File: config.mk
export PLATFORM = sky130hd
export DESIGN_NAME = interval_meter
export DESIGN_NICKNAME = d
export VERILOG_FILES = /design/src/rtl/interval_meter.sv
export SDC_FILE = /design/constraint.sdc
export NUM_CORES = 1
export LEC_CHECK = 0
export ABC_CLOCK_PERIOD_IN_PS = 1650
export BUFFER_PORTS_ARGS = -buffer_cell sky130_fd_sc_hd__buf_2
export CORE_ASPECT_RATIO = 1.25
export CORE_MARGIN = 2
export CORE_UTILIZATION = 45
export CTS_BUF_LIST = sky130_fd_sc_hd__clkbuf_8
export DETAILED_ROUTE_END_ITERATION = 8
export PLACE_DENSITY = 0.67
export RECOVER_POWER = 50
export SYNTH_ARGS = -nofsm -noshare
export SYNTH_HDL_FRONTEND = slang
export SYNTH_SLANG_ARGS = --single-unit
File: constraint.sdc
create_clock -name clk -period 1.65 [get_ports clk]
set_input_delay 0.165 -clock clk [delete_from_list [all_inputs] [get_ports clk]]
set_output_delay 0.165 -clock clk [all_outputs]
set_load 0.01 [all_outputs]
File: src/rtl/interval_meter.sv
// Interval meter: counts prescaled ticks between start and stop and holds the result under a valid/ack handshake.
// Optional abort input enabled by defining INTERVAL_METER_ABORT_EN.
module interval_meter #(
  parameter int WIDTH    = 12,
  parameter int PRESCALE = 1
) (
  input  logic             clk,
  input  logic             rst_n,
  input  logic             start,
  input  logic             stop,
  input  logic             ack,
`ifdef INTERVAL_METER_ABORT_EN
  input  logic             abort,
`endif
  output logic [WIDTH-1:0] count,
  output logic             valid,
  output logic             overflow,
  output logic             busy
);

  localparam int PW = (PRESCALE > 1) ? $clog2(PRESCALE) : 1;

  typedef enum logic [1:0] {IDLE, RUN, DONE} state_t;

  state_t           state, state_nx;
  logic [PW-1:0]    psc, psc_nx;
  logic [WIDTH-1:0] cnt, cnt_nx;
  logic             ovf, ovf_nx;
  logic             abort_i;

`ifdef INTERVAL_METER_ABORT_EN
  assign abort_i = abort;
`else
  assign abort_i = 1'b0;
`endif

  always_ff @(posedge clk or negedge rst_n) begin
    if (!rst_n) state <= IDLE;
    else        state <= state_nx;
  end

  always_comb begin
    state_nx = state;
    psc_nx   = psc;
    cnt_nx   = cnt;
    ovf_nx   = ovf;
    case (state)
      IDLE: begin
        if (start) begin
          state_nx = RUN;
          psc_nx   = '0;
          cnt_nx   = '0;
          ovf_nx   = 1'b0;
        end
      end
      RUN: begin
        // The stop edge's tick is part of the measurement, so the update precedes the latch.
        if (psc == PW'(PRESCALE - 1)) begin
          psc_nx = '0;
          if (&cnt) ovf_nx = 1'b1;
          else      cnt_nx = cnt + 1'b1;
        end else begin
          psc_nx = psc + 1'b1;
        end
        if (abort_i)   state_nx = IDLE;
        else if (stop) state_nx = DONE;
      end
      DONE: begin
        if (abort_i || ack) state_nx = IDLE;
      end
      default: state_nx = IDLE;
    endcase
  end

  always_ff @(posedge clk or negedge rst_n) begin
    if (!rst_n) begin
      psc      <= '0;
      cnt      <= '0;
      ovf      <= 1'b0;
      count    <= '0;
      overflow <= 1'b0;
      valid    <= 1'b0;
      busy     <= 1'b0;
    end else begin
      psc   <= psc_nx;
      cnt   <= cnt_nx;
      ovf   <= ovf_nx;
      valid <= (state_nx == DONE);
      busy  <= (state_nx == RUN);
      if (state == RUN && state_nx == DONE) begin
        count    <= cnt_nx;
        overflow <= ovf_nx;
      end
    end
  end

endmodule

==> results of run 1 <==
kinds of logic (layout without fill, tap and decap cells):
logic type      count (synthesis)  count (layout)
simple gates                   58              58
compound gates                 47              47
flops                          30              30
buf+inv                        16              57
mux                             4               4
fa+ha+maj                       1               1
xor+xnor                        1               1
report_power, final:
part / leakage [uW] / switching (uW) / total, uW / internal [uW]
clock: 0.0000575 / 288 / 709 / 421
combinational: 0.000417 / 750 / 1330 / 581
sequential: 0.000391 / 191 / 1160 / 971
cell usage in the layout (no fill, tap or decap), drive strengths merged, types with 2 or more instances in the layout:
cell type,instances
a21oi,3
a31oi,7
a41oi,2
and3,2
and4,2
buf,28
clkbuf,24
dfrtp,30
inv,4
mux2,2
mux2i,2
nand2,17
nand2b,3
nand3,10
nand4,4
nor2,9
nor3,3
o211ai,4
o21ai,14
o311ai,3
o31ai,7
registers in the layout, indices dropped and copies added (netlist names):
name / flops
overflow: 1
count: 12
state: 2
busy: 1
valid: 1
cnt: 12
ovf: 1
how the worst max path moves through the flow:
| stage | startpoint | to | slack, ns | depth (start not counted) |
|---|---|---|---|---|
| after floorplan | cnt[1] | count[10] | 0.02 | 6 |
| after global placement | cnt[0] | count[2] | 0.03 | 5 |
| after detailed placement | cnt[0] | count[2] | -0.06 | 5 |
| after CTS | cnt[0] | count[10] | 0.02 | 6 |
| after global routing | cnt[0] | count[6] | -0.02 | 6 |
| final | cnt[0] | count[10] | 0.05 | 6 |
per-stage QoR:
step           area (sq um)  utilization  TNS (ns)
2_1_floorplan          1610            -         0
6_report               2010        0.581         0
3_5_place_dp           1880        0.545    -0.183
4_1_cts                2010        0.582         0
5_1_grt                2010        0.581   -0.0281
3_3_place_gp           1880        0.545         0
critical path: stages (launching register included):
cell and delay, ns:
dfrtp_1 0.41, ha_4 0.18, buf_4 0.14, and3_1 0.23, a41oi_2 0.21, a21oi_2 0.06
mux2_4 0.26
area by class of cell:
| class | count | share of cell area |
|---|---|---|
| sequential | 30 | 0.374 |
| clock buffer | 8 | 0.0549 |
| tap | 39 | 0.0243 |
| multi-input combinational | 111 | 0.397 |
| timing repair buffer | 45 | 0.143 |
| inverter | 4 | 0.00748 |
cells in the mapped netlist (2+ instances only):
cell type / number
inv_1: 4
a21oi_1: 2
nand2b_1: 3
dfrtp_1: 30
o311ai_1: 3
clkbuf_1: 4
nor2_1: 8
o31ai_1: 6
and3_1: 2
a31oi_1: 7
mux2i_1: 2
and4_1: 2
nand3_1: 9
nand2_1: 16
o211ai_1: 4
buf_2: 5
nand4_1: 3
o21ai_1: 13
buf_4: 2
layer usage:
metal / wire (microns) / up-vias / track usage
met5: 0 / - / 0
met4: 63 / 0 / 0.109
met3: 121 / 6 / 0.0658
met2: 1870 / 26 / 0.316
met1: 1750 / 663 / 0.253
li1: - / 669 / -
timing repair:
| action | in CTS | in global routing |
|---|---|---|
| setup buffers | 0 | 1 |
| pin swaps | 0 | 2 |
| endpoints found under the hold margin | 30 | 0 |
| endpoints found under the setup margin | 7 | 3 |
| gates resized for setup | 1 | 1 |
| hold buffers | 1 | 0 |
==> flow_metrics.tcl, run 1 <==
set metrics [dict create \
    hold_class "in -> reg" \
    min_from "stop" \
    multi_input_area_sq_um 796 \
    rsz0062_at_grt "true" \
    antennaDiodeCount 0 \
    required_ns 1.83 \
    leakage_uw 0.000866 \
    synth_top_cell_by_area "dfrtp_1" \
    fin_cells 237 \
    drive_gt1_frac 0.268 \
    cts_root_buffer "clkbuf_8" \
    synth_top_area_share 0.469 \
    synth_ff_type "dfrtp_1" \
    vias_per_cell 5.76 \
    drc 0 \
    final-setup-viol-count 0 \
    synthMuxAreaShare 0.0289 \
    drv_slew 0 \
    min_to "state[0]" \
    min_period_ns 1.60 \
    dp_cells 227 \
    ir_drop_mv 0.969 \
    r2r_end "count[10]" \
    io_pins 20 \
    synth_top_family_by_area "compound AO/OA/AOI/OAI gates" \
    drt_iter0_drc 39 \
    cp-start-kind "flip-flop" \
    portBuffers 19 \
    max_cap_violations 0 \
    netlist_area_sq_um 1600 \
    fin_crit_sh 0.971 \
    die_area_sq_um 4050 \
    grt_pass1_wl_mm 6.26 \
    nets 203 \
    overflow 0 \
    yosys.cell_types.count 51 \
    ys_seq_area_frac 0.469 \
    r2r_start "cnt[0]" \
    start_util 0.463 \
    area_growth_pct 25.4 \
    synth_nets 163 \
    n_fill_cell 316 \
    htreeDepth 2 \
    synth_area_leaders "dfrtp_1, o21ai_1, nand2_1" \
    hold_viol_final 0 \
    fin_worst_skew_ns 0.00648 \
    clk_path_buf_depth 2 \
    power_density_nw_per_um2 1600 \
    fmax_mhz 624 \
    synth_fa_ha_area_frac 0.00782 \
    slew-limit-headroom 0.508 \
    synth_compound_area_frac 0.222 \
    total_power_uw 3200 \
    worst_slew_pin_slew_ns 0.737 \
    worst_slack_ns 0.0483 \
    clk_latency_ns 0.29 \
    worstSetupPathType "reg -> reg" \
    cp.arrival_ns 1.78 \
    num_vias 1364 \
    die_h_microns 70.7 \
    wirelength_mm 3.80 \
    status "completed" \
    numCtsBuffers 5 \
    grt_pass1_vias 1364 \
    wl_per_cell_microns 16.0 \
    place.gp.congestion 0.880 \
    yosys.area_share.simple 0.216 \
    reg2reg_depth 6 \
    antenna_found_initial 0 \
    async_reset_ff_frac 1.00 \
    place_ws_ns -0.0621 \
    ys_warn_count 0 \
    critical_path.max_fanout 5 \
    whs_ns 0.0902 \
    postRouteAntennaNets 0 \
    grt_max_degree 31 \
    ys_ff_latch 30 \
    end_kind "flip-flop" \
    tritoncts "yes" \
    r2r_slack_ns 0.05 \
    syn_inst 157 \
    seqCellArea_sq_um 751 \
    dp_hpwl_mm 2.76 \
    postSynthAreaPerCell_sq_um 10.2 \
    clock_sinks 30 \
    core_region_area_sq_um 3450 \
    num_rows 24 \
    synth_edf_count 0 \
    clkTransAtPathRegs_ns 0.07 \
    yosys.area_share.xor_xnor 0.00547 \
    first_pass_iters 4 \
    worstHoldPathCells 2 \
    gr-usage-all-layers 0.205 \
    chipWidth_microns 57.3 \
]
No activity file was read; power rests on OpenSTA's default activity.
==> inputs of run 2 (changes only) <==
Settings changed: CORE_MARGIN 2 to 8, PLACE_DENSITY 0.67 to 0.63.
==> run 2 against run 1 <==
Net effect:
- routed wire length is 0.76% lower
- final area is 0.50% higher
- global-route usage is 6.7 points lower
- cell count stayed put
- sequential power hardly changed
- maximum frequency is 1.0% higher
- largest cell class unchanged
- sequential share of layout area is 0.062 points lower
- largest power group unchanged
- worst setup slack better by 0.016 ns
==> flow_metrics.tcl, run 2 (synthesis results as in run 1) <==
set metrics [dict create \
    vias_per_cell 5.76 \
    layout_commonest_cell "dfrtp_1" \
    clkTransAtPathRegs_ns 0.07 \
    fmax_mhz 631 \
    dp_cells 226 \
    antenna_found_initial 0 \
    slew-limit-headroom 0.518 \
    area_growth_pct 26.0 \
    mostFrequentLayoutCells "dfrtp_1, buf_4, nand2_1, clkbuf_1, o21ai_1" \
    slowest_stage "or3_4" \
    wirelength_mm 3.77 \
    grt_pass1_vias 1342 \
    num_rows 24 \
    power_density_nw_per_um2 1590 \
    min_period_ns 1.59 \
    ir_drop_mv 0.902 \
    grt_pass1_wl_mm 6.35 \
    hold_viol_final 0 \
    fin_crit_sh 0.961 \
    postRouteAntennaNets 0 \
    die_h_microns 82.7 \
    n_fill_cell 309 \
    place.gp.congestion 0.855 \
    core_region_area_sq_um 3450 \
    critical_path.max_fanout 7 \
    leakage_uw 0.000875 \
    slowest_delay_ns 0.43 \
    cp-start-kind "flip-flop" \
    reg_top3 "cnt (12), count (12), state (2)" \
    worstHoldPathCells 2 \
    grt_max_degree 31 \
    end_kind "flip-flop" \
    drt_iter0_drc 56 \
    hold_class "in -> reg" \
    dp_hpwl_mm 2.78 \
    first_pass_iters 4 \
    whs_ns 0.0909 \
    fin_cells 237 \
    max_cap_violations 0 \
    drive_gt1_frac 0.278 \
    status "completed" \
    htreeDepth 2 \
    cts_root_buffer "clkbuf_8" \
    io_pins 20 \
    gr-usage-all-layers 0.138 \
    worst_slew_pin_slew_ns 0.723 \
    wl_per_cell_microns 15.9 \
    drv_slew 0 \
    overflow 0 \
    fin_tns_setup_ns 0 \
    final-setup-viol-count 0 \
    cp.arrival_ns 1.79 \
    clock_sinks 30 \
    start_util 0.463 \
    clk_path_buf_depth 2 \
    required_ns 1.86 \
    antennaDiodeCount 0 \
    chipWidth_microns 69.3 \
    tritoncts "yes" \
    worstSetupPathType "reg -> reg" \
    portBuffers 19 \
    clk_latency_ns 0.29 \
    drc 0 \
    nets 203 \
    numCtsBuffers 5 \
    reg2reg_depth 5 \
    fin_worst_skew_ns 0.00689 \
    worstPathCellList "ha_4, nand3_4, or3_4, and3_1, o21ai_1" \
    die_area_sq_um 5730 \
    num_vias 1366 \
]
run 2: per-layer routing:
layer  global-route usage  vias up  part of all wire
met5                    0        -                 0
met4               0.0719        0             0.018
met3               0.0418        7             0.044
met2                0.234       29              0.49
met1                0.155      655              0.45
li1                     -      675                 -
run 2: path summary, 6_finish.rpt:
check	to	start	slack, ns
max	count[2]	cnt[0]	0.06
min	state[0]	stop	0.09
max reg2reg	count[2]	cnt[0]	0.06
min reg2reg	count[3]	count[3]	0.49
max in group asynchronous	state[0]	rst_n	0.69
min in group asynchronous	count[0]	rst_n	0.46
run 2: final cells by class:
cell class	count	area, sq um	area share
multi-input cells	112	812	0.403
clock inverters	3	40.0	0.0199
flip-flops and latches	30	753	0.373
clock buffers	5	68.8	0.0341
well taps	39	48.8	0.0242
inverters	4	15.0	0.00744
repair buffers	44	279	0.138
run 2: critical path, delay by kind of cell, from the launching register on:
kind | cells | cell delay [ns]
AOI/OAI and AO/OA | 1 | 0.14
and+or+nand+nor | 3 | 0.77
adders and majority gates | 1 | 0.20
DFF | 1 | 0.39
run 2: stage by stage:
| step | util | setup slack (ns) | area [sq um] | total power, uW |
|---|---|---|---|---|
| finish | 0.584 | 0.0644 | 2020 | 3210 |
| global route | 0.584 | -0.000765 | 2020 | 3430 |
| CTS | 0.580 | 0.0205 | 2000 | 3260 |
| detailed placement | 0.543 | -0.0517 | 1880 | 2530 |
| global placement | 0.543 | -0.0109 | 1880 | 2490 |
| floorplan | - | 0.0249 | 1610 | 1960 |
run 2: repair_timing:
action                                 in CTS  in global routing
cloned                                      0                  1
buffers inserted                            0                  1
endpoints found under the hold margin      30                  0
setup endpoints to repair                   7                  9
hold buffers                                1                  0
pin swaps                                   0                  3
resized for setup                           1                  4
run 2: power by group:
part / internal, uW / leakage, uW / switching, uW
logic: 577 / 0.000429 / 735
clock network: 443 / 0.0000579 / 273
registers: 975 / 0.000388 / 210
